==> src/rtl/rr_arbiter8_pkg.sv <==
// Shared constants, state encoding and helpers for the 8-way round-robin arbiter.
// Pure declarations; no logic, no latency, no flow control.
// Imported by the arbiter top and its rotating priority encoder.
package rr_arbiter8_pkg;

    localparam int N            = 8;
    localparam int IDX_W        = 3;
    localparam int DEF_MAX_HOLD = 16;

    typedef enum logic {
        ST_IDLE  = 1'b0,
        ST_GRANT = 1'b1
    } arb_state_t;

    function automatic logic [N-1:0] idx_to_onehot(input logic [IDX_W-1:0] idx);
        logic [N-1:0] oh;
        oh      = '0;
        oh[idx] = 1'b1;
        return oh;
    endfunction

endpackage

==> src/rtl/rr_pri_encode8.sv <==
// Rotating priority encoder: first set req bit at or after ptr, wrapping past N-1.
// Latency: combinational, zero cycles.
// Backpressure: none; any=0 when no request is pending.
module rr_pri_encode8
    import rr_arbiter8_pkg::*;
(
    input  logic [N-1:0]     req,
    input  logic [IDX_W-1:0] ptr,
    output logic [IDX_W-1:0] idx,
    output logic             any
);

    logic [IDX_W-1:0] cand;

    // Offsets are added in IDX_W bits so the candidate index wraps mod N for free.
    always_comb begin
        idx  = '0;
        any  = 1'b0;
        cand = '0;
        for (int k = 0; k < N; k++) begin
            cand = ptr + IDX_W'(k);
            if (!any && req[cand]) begin
                idx = cand;
                any = 1'b1;
            end
        end
    end

endmodule

==> src/rtl/rr_arbiter8.sv <==
// Round-robin arbiter for 8 requesters with registered one-hot/binary grant and hold timeout.
// Latency: req -> gnt one cycle; a grant lasts at most MAX_HOLD cycles, then one idle bubble.
// Backpressure: a requester holds the resource while req stays high; timeout pulses on forced release.
module rr_arbiter8
    import rr_arbiter8_pkg::*;
#(
    parameter int MAX_HOLD = DEF_MAX_HOLD
) (
    input  logic             clk,
    input  logic             rst,
    input  logic [N-1:0]     req,
    output logic [N-1:0]     gnt,
    output logic [IDX_W-1:0] gnt_idx,
    output logic             gnt_valid,
    output logic             timeout
);

    localparam int HOLD_W = $clog2(MAX_HOLD);
    localparam logic [HOLD_W-1:0] HOLD_LAST = HOLD_W'(MAX_HOLD - 1);

    arb_state_t       state;
    logic [IDX_W-1:0] ptr;
    logic [HOLD_W-1:0] hold_cnt;
    logic [IDX_W-1:0] win_idx;
    logic             win_any;

    rr_pri_encode8 u_pri (
        .req (req),
        .ptr (ptr),
        .idx (win_idx),
        .any (win_any)
    );

    always_ff @(posedge clk or posedge rst) begin
        if (rst) begin
            state     <= ST_IDLE;
            ptr       <= '0;
            hold_cnt  <= '0;
            gnt       <= '0;
            gnt_idx   <= '0;
            gnt_valid <= 1'b0;
            timeout   <= 1'b0;
        end else begin
            case (state)
                ST_IDLE: begin
                    timeout <= 1'b0;
                    if (win_any) begin
                        gnt       <= idx_to_onehot(win_idx);
                        gnt_idx   <= win_idx;
                        gnt_valid <= 1'b1;
                        hold_cnt  <= '0;
                        state     <= ST_GRANT;
                    end
                end
                ST_GRANT: begin
                    if (req[gnt_idx] && hold_cnt != HOLD_LAST) begin
                        hold_cnt <= hold_cnt + 1'b1;
                    end else begin
                        // Still requesting here means the hold limit forced the release.
                        timeout   <= req[gnt_idx];
                        gnt       <= '0;
                        gnt_valid <= 1'b0;
                        ptr       <= gnt_idx + 1'b1;
                        hold_cnt  <= '0;
                        state     <= ST_IDLE;
                    end
                end
                default: state <= ST_IDLE;
            endcase
        end
    end

endmodule

==> config.mk <==
export PLATFORM = sky130hd
export DESIGN_NAME = rr_arbiter8
export DESIGN_NICKNAME = d
export VERILOG_FILES = /design/src/rtl/rr_arbiter8_pkg.sv /design/src/rtl/rr_pri_encode8.sv /design/src/rtl/rr_arbiter8.sv
export SDC_FILE = /design/constraint.sdc
export NUM_CORES = 1
export LEC_CHECK = 0
export CORE_ASPECT_RATIO = 1.5
export CORE_UTILIZATION = 55
export DETAILED_ROUTE_END_ITERATION = 16
export PLACE_DENSITY = 0.79
export SLEW_MARGIN = 20
export SYNTH_ARGS = -nofsm -noshare
export SYNTH_HDL_FRONTEND = slang
export SYNTH_SLANG_ARGS = --single-unit
==> constraint.sdc <==
create_clock -name clk -period 8.1 [get_ports clk]
set_input_delay 0.81 -clock clk [delete_from_list [all_inputs] [get_ports clk]]
set_output_delay 0.81 -clock clk [all_outputs]
set_load 0.02 [all_outputs]
* Word-level counts from Yosys, hierarchy flattened
Index checks and enable logic that the tools add are counted.
** Storage, ports and cells
- Bits in registers :: 21
- Input port bits :: 10
- Output and inout port bits :: 13
** Cells by class
- Reduce and logical (&&, ||, !) cells :: 19
- Bitwise gates (word level) :: 2
- Eq/ne operators :: 3
- Magnitude comparators :: 11
- Add/subtract/negate cells :: 9
- Multiplexer cells :: 50
** Operators by type and width (number)
- less-than comparator 3 x 4 -> 1 bit (second input constant) :: 10
- binary-select mux 1 bit (select 3 bit) :: 9
- 2-to-1 mux 3 bit :: 8
- 2-to-1 mux 1 bit :: 23
- 2-to-1 mux 8 bit :: 2
- case mux 8 bit (2 select lines) :: 1
- adder 3 bit (second input constant) :: 4
- logical AND 1 bit :: 9
- 2-to-1 mux 4 bit :: 2
- case mux 4 bit (2 select lines) :: 1
- logical NOT 1 bit :: 7
- adder 3 x 1 -> 3 bit (second input constant) :: 2
- adder 3 x 2 -> 3 bit (second input constant) :: 2
- case mux 1 bit (2 select lines) :: 3
- AND reduction 2 bit :: 3
- adder 4 x 1 -> 4 bit (second input constant) :: 1
- != test 4 bit (second input constant) :: 1
- demux 1 bit (select 3 bit) :: 1
- greater-or-equal comparator 3 x 1 -> 1 bit (second input constant) :: 1
- != test 2 x 1 -> 1 bit (second input constant) :: 1
- != test 2 bit (second input constant) :: 1
- inverter 1 bit :: 2

* Logic depth before layout (Yosys ltp)
- Depth after elaboration :: 30
- Gate-level depth with buffers :: 13
- Depth with buffers taken out :: 9

* Modules after synthesis
Synthesis repeated with hierarchy kept, for this count alone.
** Second synthesis, totals
- Cells, all modules :: 215
- Area total of the unflattened synthesis :: 2142.1 µm²
** Modules (own cells, without submodules)
- rr_pri_encode8 :: area an instance 1081.0 µm², cells each 121, instances 1
- rr_arbiter8 :: area an instance 1061.0 µm², cells each 94, instances 1

* Least setup slack after synthesis
OpenSTA, ideal clock, no wires.
- Path kind :: reg2reg
- Start :: register ptr[0]
- End :: register gnt[2]
- Period minus slack after synthesis :: 3163 ps
- Buffers on the path :: 3
- Library setup time :: 110 ps
- Setup slack :: 4937 ps
- Cell stages (with the launch flop) :: 13
- Data arrival time :: 3053 ps
- Cells stage by stage :: dfrtp_1 -> buf_6 -> buf_2 -> inv_1 -> ha_1 -> buf_4 -> mux4_2 -> mux2i_1 -> a32o_2 -> nand3_2 -> or3_1 -> o21a_1 -> o41ai_1
** On the way
- Word-level cells in the longest chain between the ends :: 30
- Elaborated cells between the ends (all ways) :: 62
- Classes of those cells :: 7 x add/sub; 2 x order compare; 1 x eq/ne; 36 x mux; 16 x reduce/logical
** Ends and longest elaborated chain
- start: declaration :: line rr_arbiter8.sv:22 : logic [IDX_W-1:0] ptr;
- start signal: assignment :: line rr_arbiter8.sv:63 : ptr <= gnt_idx + 1'b1;
- parallel branches: the longest is 30 deep, another holds adder 3 x 1 -> 3 bit
- end signal: assignment :: line rr_arbiter8.sv:48 : gnt <= idx_to_onehot(win_idx);
- end: declaration :: line rr_arbiter8.sv:12 : output logic [N-1:0] gnt,
Parallel ways; which one is timed is not known. The select of a mux whose other input is x is not followed.
A chain may end at the register's enable or synchronous reset.

* Worst setup path in the final report
- Start :: register ptr[0]
- End :: register gnt[0]
The elaborated chain is that of the path after synthesis.

==> impl_metrics.tcl <==
set metrics [dict create \
    post-route-drc-count 0 \
    dp_cells 245 \
    period_minus_slack_ns 3.95 \
    gr-total-overflow 0 \
    avgSynthCellArea_sq_um 9.64 \
    cts_buffers 3 \
    firstDrtPassIters 4 \
    drt_iter0_drc 65 \
    cts_tree "yes" \
    drt-total-wl_um 4720 \
    grt_busiest_layer "met2" \
    tns_ns 0 \
    whs_ns 0.486 \
    rr_worst_depth 9 \
    synth-edff-count 0 \
    worstPathRequired_ns 8.21 \
    syn_area_sq_um 1850 \
    insertion_delay_ns 0.26 \
    grt_pass1_wl_um 8030 \
    cp_max_fo 18 \
    slew_viol_final 0 \
    ys_types 46 \
    met3_usage 0.0104 \
    endpoint_kind "register" \
    ys_ff_latch 21 \
    finalClockSkew_ns 0.00230 \
    setup_violations 0 \
    die-area_sq_um 3610 \
    cts_root_buf "clkbuf_8" \
    hold_depth 2 \
    nFillCells 266 \
    fin_crit_sh 0.488 \
    drive_gt1_frac 0.153 \
    ff2ff_setup_slack_ns 4.15 \
    clk_pin_slew_worst_paths_ns 0.07 \
    yosys_warnings 0 \
    row_count 25 \
    max-slew-margin-rel 0.406 \
    track_usage 0.293 \
    synth.top_cell.area_share 0.284 \
    n_antenna_cell 0 \
    grt_max_degree 25 \
    rsz0062_at_grt "no" \
    core_area_sq_um 3190 \
    wl_per_cell_um 19.0 \
    post_cts_resized 0 \
    min_to "gnt[4]" \
    dpl.hpwl_um 3640 \
    hold_class "reg -> reg" \
    worst_pin_slew_ns 0.890 \
    area.sequential_sq_um 526 \
    syn_nets 206 \
    async_reset_ff_frac 1.00 \
    die_h_um 73.1 \
    crit_start "ptr[0]" \
    cts_num_sinks 21 \
    critPathArrivalTime_ns 4.06 \
    netlist_instances 192 \
    cp-start-kind "register" \
    grt_util_met2 0.549 \
    area_growth_pct 14.2 \
    ys_top_cells_by_area "dfrtp_1, mux4_2, mux2i_1, mux2_2, nand2_1" \
    die_w_um 49.4 \
    via_per_inst 6.65 \
    post-cts-setup-buffer-count 0 \
    placement.io_buffers 22 \
    fmax_ghz 0.253 \
    r2r-end "gnt[0]" \
    postRouteAntennaNets 0 \
    cts_max_level 1 \
    num_vias 1657 \
    ys.flop_type "dfrtp_1" \
    multi_input_area_sq_um 1240 \
    grt_pass1_vias 1687 \
    min-delay-start "gnt[4]" \
    ys_seq_area_frac 0.284 \
    nNetsFinal 224 \
    cts_hold_buf 0 \
    maxCapViolCount 0 \
    start_util 0.580 \
    final_hold_viol_count 0 \
    status "completed" \
    fin_cells 249 \
    io_pins 23 \
    grt_use_met1 0.330 \
    post-synth-top-area-cell "dfrtp_1" \
    crit_type "reg -> reg" \
    cts_buffer_depth 2 \
    r2r_start "ptr[0]" \
    place_congestion 0.878 \
    antenna_found_initial 0 \
]
[layout make-up]
class	instances	share of cell area
Inverter	8	0.0142
Timing Repair Buffer	22	0.104
Sequential cell	21	0.249
Tap cell	40	0.0237
Clock buffer	4	0.0213
Multi-Input combinational cell	154	0.588
[worst max path at each step]
stage | end | depth (start not counted)
floorplan | gnt[2] | 12
finish | gnt[0] | 9
CTS | gnt[0] | 9
global placement | gnt[0] | 9
global route | gnt[0] | 9
detailed placement | gnt[0] | 9
[critical path, cell delays in order, from the launching register on]
cell	delay, ns
dfrtp_1	0.85
inv_1	0.10
ha_1	0.53
mux4_2	0.64
mux2i_4	0.29
nand2_1	0.08
a31o_1	0.22
a211oi_1	0.38
o21ai_0	0.24
o41ai_1	0.47
[layer usage]
| metal | up-vias | share of wire |
|---|---|---|
| li1 | 777 | - |
| met1 | 818 | 0.39 |
| met2 | 46 | 0.55 |
| met3 | 16 | 0.025 |
| met4 | 0 | 0.040 |
| met5 | - | 0 |
[state kept, by name (all words and copies together), names as in the netlist]
signal	count
gnt	8
gnt_idx	3
gnt_valid	1
hold_cnt	4
ptr	3
state	1
timeout	1
[cell usage after synthesis (2+ instances only)]
master	count
nand3_1	8
buf_4	2
nor2_1	11
nand2_1	23
a41oi_1	2
a21oi_1	9
clkbuf_1	3
xor2_1	2
o41ai_1	6
nand2b_1	2
ha_1	4
mux4_2	11
o21a_1	4
inv_1	8
o21ai_0	13
o211ai_1	2
and2_1	2
buf_2	3
and3_1	2
a211oi_1	2
dfrtp_1	21
a221oi_1	2
a31oi_1	3
mux2_2	9
a22o_1	2
mux2i_1	11
nor3_1	2
a31o_2	2
o31ai_1	3
mux2i_4	2
[cells by family after synthesis]
group                    after synthesis  synth area share
buffers and inverters                 17            0.0446
flip-flops                            21             0.284
multiplexers                          33             0.272
AO/OA/AOI/OAI                         57             0.215
AND/OR/NAND/NOR                       57             0.143
XOR/XNOR                               3            0.0142
adder cells (fa/ha/maj)                4            0.0270
[cells in the final DEF, fill, tap and decap left out, drive strengths merged, types with 4 or more instances in the layout]
cell	count
ha	4
o21a	4
nor2	11
mux2	9
mux4	11
dfrtp	21
mux2i	13
nand3	9
a21oi	9
clkbuf	4
nand2	23
o41ai	6
inv	8
clkdlybuf4s50	22
o21ai	14
[per-stage QoR]
step           setup WS, ns  area [sq um]  utilization
3_5_place_dp           4.18          2070        0.649
2_1_floorplan          4.94          1850            -
4_1_cts                4.14          2110        0.663
5_1_grt                3.79          2110        0.663
3_3_place_gp           4.41          2070        0.649
6_report               4.15          2110        0.663
Power is left out: the tool's default activity adds up to more than one toggle a clock period on the data nets, which glitch-free logic cannot reach.
